===== src/rtl/reset_seq_ctrl.sv =====
// Purpose : reset-release sequencer; releases N_DOM domain resets one at a time, in index order, after a hold interval each.
// Latency : dom_rstb[k] rises at edge 1+HOLD_CYC+k*(HOLD_CYC+1) when ready is already high; seq_done is 1 cycle after the last ready.
// Backpr. : the next domain waits for dom_ready[idx]; sw_rst_req (level) overrides everything and restarts the sequence.
//
// Ports: clk, rstb_h (async active-low board reset), sw_rst_req (sync level restart),
//        dom_ready[N_DOM] (per-domain ack), dom_rstb[N_DOM] (per-domain active-low reset),
//        seq_done, seq_err (sticky watchdog timeout), cur_dom (domain being sequenced).
// Optional feature: define RST_SEQ_WDT_EN to enable the ready watchdog (WDT_W bits).
module reset_seq_ctrl #(
    parameter int N_DOM    = 3,
    parameter int HOLD_CYC = 8,
    parameter int WDT_W    = 16
) (
    input  logic             clk,
    input  logic             rstb_h,
    input  logic             sw_rst_req,
    input  logic [N_DOM-1:0] dom_ready,
    output logic [N_DOM-1:0] dom_rstb,
    output logic             seq_done,
    output logic             seq_err,
    output logic [2:0]       cur_dom
);

    localparam logic [1:0] S_RESET    = 2'd0;
    localparam logic [1:0] S_HOLD     = 2'd1;
    localparam logic [1:0] S_WAIT_RDY = 2'd2;
    localparam logic [1:0] S_DONE     = 2'd3;

    localparam int              CNT_W     = (HOLD_CYC > 1) ? $clog2(HOLD_CYC) : 1;
    localparam logic [CNT_W-1:0] HOLD_LAST = CNT_W'(HOLD_CYC - 1);
    localparam logic [2:0]       LAST_IDX  = 3'(N_DOM - 1);

    logic [1:0]       r_state;
    logic [2:0]       r_idx;
    logic [CNT_W-1:0] r_cnt;
    logic [N_DOM-1:0] r_dom_rstb;
    logic             r_seq_done;

    logic             w_rdy_cur;   // dom_ready of the domain being sequenced
    logic [N_DOM-1:0] w_idx_oh;    // one-hot of r_idx, used to release a single domain
    logic             w_adv;       // leave WAIT_RDY this cycle

    // Index decode done with a compare loop so a 3-bit index never selects past N_DOM.
    always_comb begin
        w_rdy_cur = 1'b0;
        w_idx_oh  = '0;
        for (int i = 0; i < N_DOM; i++) begin
            if (r_idx == 3'(i)) begin
                w_rdy_cur   = dom_ready[i];
                w_idx_oh[i] = 1'b1;
            end
        end
    end

`ifdef RST_SEQ_WDT_EN
    // Timeout fires on the increment that brings the watchdog to all-ones.
    localparam logic [WDT_W-1:0] WDT_PRE = ~WDT_W'(1);

    logic [WDT_W-1:0] r_wdt;
    logic             r_seq_err;
    logic             w_wdt_to;

    assign w_wdt_to = !w_rdy_cur && (r_wdt == WDT_PRE);
    assign w_adv    = w_rdy_cur || w_wdt_to;
    assign seq_err  = r_seq_err;
`else
    assign w_adv    = w_rdy_cur;
    assign seq_err  = 1'b0;
`endif

    always_ff @(posedge clk or negedge rstb_h) begin
        if (!rstb_h) begin
            r_state    <= S_RESET;
            r_idx      <= 3'd0;
            r_cnt      <= '0;
            r_dom_rstb <= '0;
            r_seq_done <= 1'b0;
`ifdef RST_SEQ_WDT_EN
            r_wdt      <= '0;
            r_seq_err  <= 1'b0;
`endif
        end else if (sw_rst_req) begin
            // Software restart wins in every state; the error flag is deliberately kept.
            r_state    <= S_RESET;
            r_idx      <= 3'd0;
            r_cnt      <= '0;
            r_dom_rstb <= '0;
            r_seq_done <= 1'b0;
        end else begin
            case (r_state)
                S_RESET: begin
                    r_state <= S_HOLD;
                    r_cnt   <= '0;
                end
                S_HOLD: begin
                    if (r_cnt == HOLD_LAST) begin
                        // Earlier domains stay released; only the current bit is added.
                        r_dom_rstb <= r_dom_rstb | w_idx_oh;
                        r_state    <= S_WAIT_RDY;
`ifdef RST_SEQ_WDT_EN
                        r_wdt      <= '0;
`endif
                    end else begin
                        r_cnt <= r_cnt + CNT_W'(1);
                    end
                end
                S_WAIT_RDY: begin
`ifdef RST_SEQ_WDT_EN
                    if (!w_rdy_cur) begin
                        r_wdt <= r_wdt + WDT_W'(1);
                    end
                    if (w_wdt_to) begin
                        r_seq_err <= 1'b1;
                    end
`endif
                    if (w_adv) begin
                        if (r_idx == LAST_IDX) begin
                            r_state    <= S_DONE;
                            r_seq_done <= 1'b1;
                        end else begin
                            r_idx   <= r_idx + 3'd1;
                            r_cnt   <= '0;
                            r_state <= S_HOLD;
                        end
                    end
                end
                S_DONE: begin
                    r_state <= S_DONE;
                end
                default: begin
                    r_state <= S_RESET;
                end
            endcase
        end
    end

    assign dom_rstb = r_dom_rstb;
    assign seq_done = r_seq_done;
    assign cur_dom  = r_idx;

endmodule


===== config.mk =====
export PLATFORM = sky130hd
export DESIGN_NAME = reset_seq_ctrl
export DESIGN_NICKNAME = d
export VERILOG_FILES = /design/src/rtl/reset_seq_ctrl.sv
export SDC_FILE = /design/constraint.sdc
export NUM_CORES = 1
export LEC_CHECK = 0
export ABC_AREA = 1
export CORE_AREA = 5 5 44 46
export CTS_CLUSTER_SIZE = 25
export DETAILED_ROUTE_END_ITERATION = 6
export DIE_AREA = 0 0 49 51
export PLACE_DENSITY = 0.75
export REMOVE_ABC_BUFFERS = 1
export SYNTH_ARGS = -nofsm -noshare
export SYNTH_HDL_FRONTEND = slang
export SYNTH_SLANG_ARGS = --single-unit

===== constraint.sdc =====
create_clock -name clk -period 2.6 [get_ports clk]
set_input_delay 0.39 -clock clk [delete_from_list [all_inputs] [get_ports clk]]
set_output_delay 0.39 -clock clk [all_outputs]
set_load 0.005 [all_outputs]

After elaboration in Yosys (flattened, before gate mapping)
Index checks and enable logic that the tools add are counted.

word-level totals
  word-level logic and storage cells = 59
  input bits = 6
  output and inout port bits = 8
  register bits = 12

operators by class
  bitwise operators = 1
  $add $sub $neg = 2
  equal/unequal tests = 11
  reductions and logical operators = 13
  muxes and demuxes = 27

operators with widths
  operator                                                                number
  3-bit 2-to-1 mux                                                        11
  3-bit inequality test (second input constant)                           4
  1-bit 2-to-1 mux                                                        10
  2-bit nonzero test                                                      5
  3-bit case mux with 3 select lines                                      1
  2-bit 2-to-1 mux                                                        4
  2-bit case mux with 4 select lines                                      1
  3-bit by 1-bit adder with 3-bit output (second input constant)          2
  3-bit AND reduction                                                     2
  2-bit equality test (second input constant)                             2
  2-bit AND reduction                                                     2
  4-bit AND reduction                                                     1
  4-bit nonzero test                                                      1
  3-bit by 1-bit equality test with 1-bit output (second input constant)  1
  3-bit by 2-bit equality test with 1-bit output (second input constant)  1
  3-bit equality test (second input constant)                             1
  3-bit logical NOT                                                       1
  3-bit bitwise OR                                                        1
  2-bit by 1-bit equality test with 1-bit output (second input constant)  1
  2-bit logical NOT                                                       1
  2-bit inequality test (second input constant)                           1

Longest topological paths before layout
  word-level depth = 7
  gate-level depth with buffers = 11
  gate-level depth less buffers = 11

Worst setup path after synthesis
OpenSTA, ideal clock, no wires.

  path kind = flip-flop to flip-flop
  start = register r_idx[0] (netlist: cur_dom[0])
  end = register r_idx[0] (netlist: cur_dom[0])
  setup slack = 1.273 ns
  arrival = 1.205 ns
  data required time = 2.478 ns
  period minus slack after synthesis = 1.327 ns
  buffers on the path = 0
  cell stages (with the launch flop) = 10
  setup time = 0.122 ns
  cells stage by stage = dfrtp_1 > inv_1 > ha_1 > nand2_2 > nor2_2 > nand2_2 > nand2_4 > nor2_4 > nand2_1 > o21ai_1

between the ends
  longest elaborated chain between the ends = 6
  elaborated cells between the ends (all ways) = 14
  classes of those cells = add/sub: 1; eq/ne: 3; mux: 7; reduce/logical: 3

ends and longest elaborated chain
  element                                                                         line  RTL
  start, declared                                                                 34    logic [2:0] r_idx;
  start signal, assigned                                                          121   r_idx <= r_idx + 3'd1;
  branches (longest 6 deep; another with 3-bit by 1-bit adder with 3-bit output)  -

Several ways; the timed one is not identified. The select of a mux whose other input is x is not followed.
A chain may end at the register's enable or synchronous reset.

Worst setup path in the final report
  start = register r_idx[2] (netlist: cur_dom[2])
  end = output port cur_dom[2]

RTL lines
  element        line  RTL
  end, declared  21    output logic [2:0] cur_dom

No word-level cell between the ends.

==> flow_summary.toml <==
[sta]
hold_violations = 0
setup_viol = 0
tightest_slew_ns = 0.537
drv_slew = 0
fin_tns_setup_ns = 0
worst_slew_margin_rel_pct = 64.1
min_period_over_period_pct = 64.0
finalClockSkew_ns = 0.00582
min_period_ns = 1.66
fmax_mhz = 601
rsz0062_at_grt = "false"

[logic_synthesis]
muxShareOfSynthArea_pct = 0
synth_compound_area_share_pct = 8.55
synth_xor_area_share_pct = 1.22
synth_top_area_share_pct = 41.9
netlist_area_sq_um = 717
synth_top_family_by_area = "simple AND/OR/NAND/NOR gates"
yosysTopAreaCell = "dfrtp_1"
synth_edf_count = 0
yosys.area_share.adder_pct = 10.5
yosysSeqAreaShare_pct = 41.9
post_synth.cell_area_avg_sq_um = 8.53
yosys.area_share.simple_pct = 28.4
synth_common_cells = "18 x nand2_1, 12 x dfrtp_1, 11 x inv_1, 11 x nor2_1, 6 x ha_1"
ys_types = 22
yosysMostFrequentCell = "nand2_1"
ys_ff_latch = 12
async_flop_share_pct = 100
synthFlopType = "dfrtp_1"
ys_warn_count = 0
synth_area_leaders = "dfrtp_1 42%, ha_1 10%, nand2_1 9.4%, inv_1 5.8%, nor2_1 5.8%"
synthCells = 84

[clocking]
cts_buffers = 3
root_buffer = "clkbuf_4"
cts.repair.resized = 0
postCtsSetupBuffers = 0
clock-sinks = 12
clk_path_buf_depth = 2
hold_buffers = 0
tritoncts = "yes"
clkSlewWorstSetupHoldPaths_ns = 0.08
clkLatencyLatePin_ns = 0.28
htree_levels = 1

[critical_path]
critPathMaxFanout = 5
cp_num_cells = 1
critPathMaxStageDelay_ns = 0.54
r2r-start = "cur_dom[1]$_DFFE_PN0P_"
rrSetupSlack_ns = 1.02
cp.required_ns = 2.21
path_cells = "clkdlybuf4s50_1"
crit_path_start_kind = "register"
criticalPathCategory = "register to primary output"
r2r_cells = 10
arrival_ns = 1.27
critPathTopFamily = "buffers and inverters"
slowest_stage = "clkdlybuf4s50_1"
cp-end-kind = "primary output"
reg2reg_to = "cur_dom[2]$_DFFE_PN0P_"
path_buf_inv = 1

[finish]
drive_gt1_share_pct = 16.3
layout.nets = 111
finalInstanceArea_sq_um = 875
n_antenna_cell = 0
area_delta_synth_final_pct = 22.0

[floorplanning]
io_pins = 14
rows = 14
start_util_pct = 48.7
die_h_microns = 51
core_area_sq_um = 1470
die_area_sq_um = 2500
die-width_microns = 49

[global_routing]
grt_pass1_wl_microns = 2380
antenna_found_initial = 0
gr-total-overflow = 0
grt_max_degree = 13
gr-usage-all-layers_pct = 12.5
grt_pass1_vias = 536

[routing]
first_iter_violations = 12
wl_per_cell_microns = 12.4
drt_first_pass_iters = 4
wl_microns = 1410
antenna_left = 0
drc_errors = 0
drt-vias-per-instance = 4.89
vias = 558

[pwr]
peakVddDrop_mv = 0.425
leakage_uw = 0.000452
powerDensity_nw_per_um2 = 695

[job]
drv_cap = 0

[place]
placed_area_sq_um = 838
io_buffers = 12
dp_hpwl_microns = 1130
place_congestion = 0.832

[status]
status = "finished clean"

[min_path]
hold_class = "input pin to async pin"
[logic make-up after synthesis]
logic type      count (synthesis)
compound gates                 10
fa+ha+maj                       6
xor+xnor                        1
flops                          12
other cells                     1
buf+inv                        14
simple gates                   40
[cell type report]
type | count | area, sq um
clock buffer | 4 | 36.3
fill | 143 | 597
inverter | 12 | 45.0
multi-input combinational | 58 | 353
sequential | 12 | 300
tap | 16 | 20.0
timing repair buffer | 12 | 120
[metal layers]
metal	wire length, microns	GRT usage (%)	vias to the layer above
met4	42	5.83	0
met3	75	3.49	4
met1	587	15.6	259
met2	705	20.2	13
met5	0	0	-
li1	-	-	282
[cells in the final DEF, fill, tap and decap left out]
cell             instances
nand2_2                  2
o21a_2                   1
clkbuf_8                 1
nand2_1                 18
conb_1                   1
a22o_1                   1
nor2_4                   2
ha_1                     6
nand3_2                  1
clkbuf_4                 3
nand2_4                  3
dfrtp_1                 12
o21ai_1                  3
inv_2                    1
nor2_1                  11
a21oi_1                  3
a21oi_2                  1
inv_1                   11
clkdlybuf4s50_1         12
nor2_2                   1
xnor2_1                  1
o21ai_0                  1
nand3_1                  2
[worst max-delay path by stage]
stage | startpoint | endpoint | slack [ns]
final | cur_dom[2]$_DFFE_PN0P_ | cur_dom[2] | 0.94
after detailed placement | sw_rst_req | cur_dom[2]$_DFFE_PN0P_ | 0.83
after floorplan | cur_dom[0]$_DFFE_PN0P_ | cur_dom[0]$_DFFE_PN0P_ | 1.27
after CTS | cur_dom[2]$_DFFE_PN0P_ | cur_dom[2] | 0.92
after global routing | cur_dom[1]$_DFFE_PN0P_ | cur_dom[2]$_DFFE_PN0P_ | 0.82
after global placement | sw_rst_req | r_cnt[1]$_DFFE_PN0P_ | 0.92
[per-stage QoR]
step	hold WS [ns]	utilization [%]	cells	worst slack (ns)	power, uW
after detailed placement	0.478	57.0	110	0.826	461
after global routing	0.512	59.4	114	0.824	656
after global placement	0.462	57.0	110	0.919	448
after floorplan	0.0944	-	82	1.27	376
after CTS	0.472	59.4	114	0.916	617
final	0.455	59.4	114	0.937	608
[state kept, by name, summed over array words and instances, names as in the netlist]
register  count
seq_done      1
dom_rstb      3
cur_dom       3
r_state       2
r_cnt         3
[power breakdown]
part           total, uW  internal (uW)  switching, uW
clock network        153           85.1           67.7
registers            232            206           25.9
logic                223           96.8            127
total                608            388            220
Note: power is estimated with default switching activity, not from simulation.
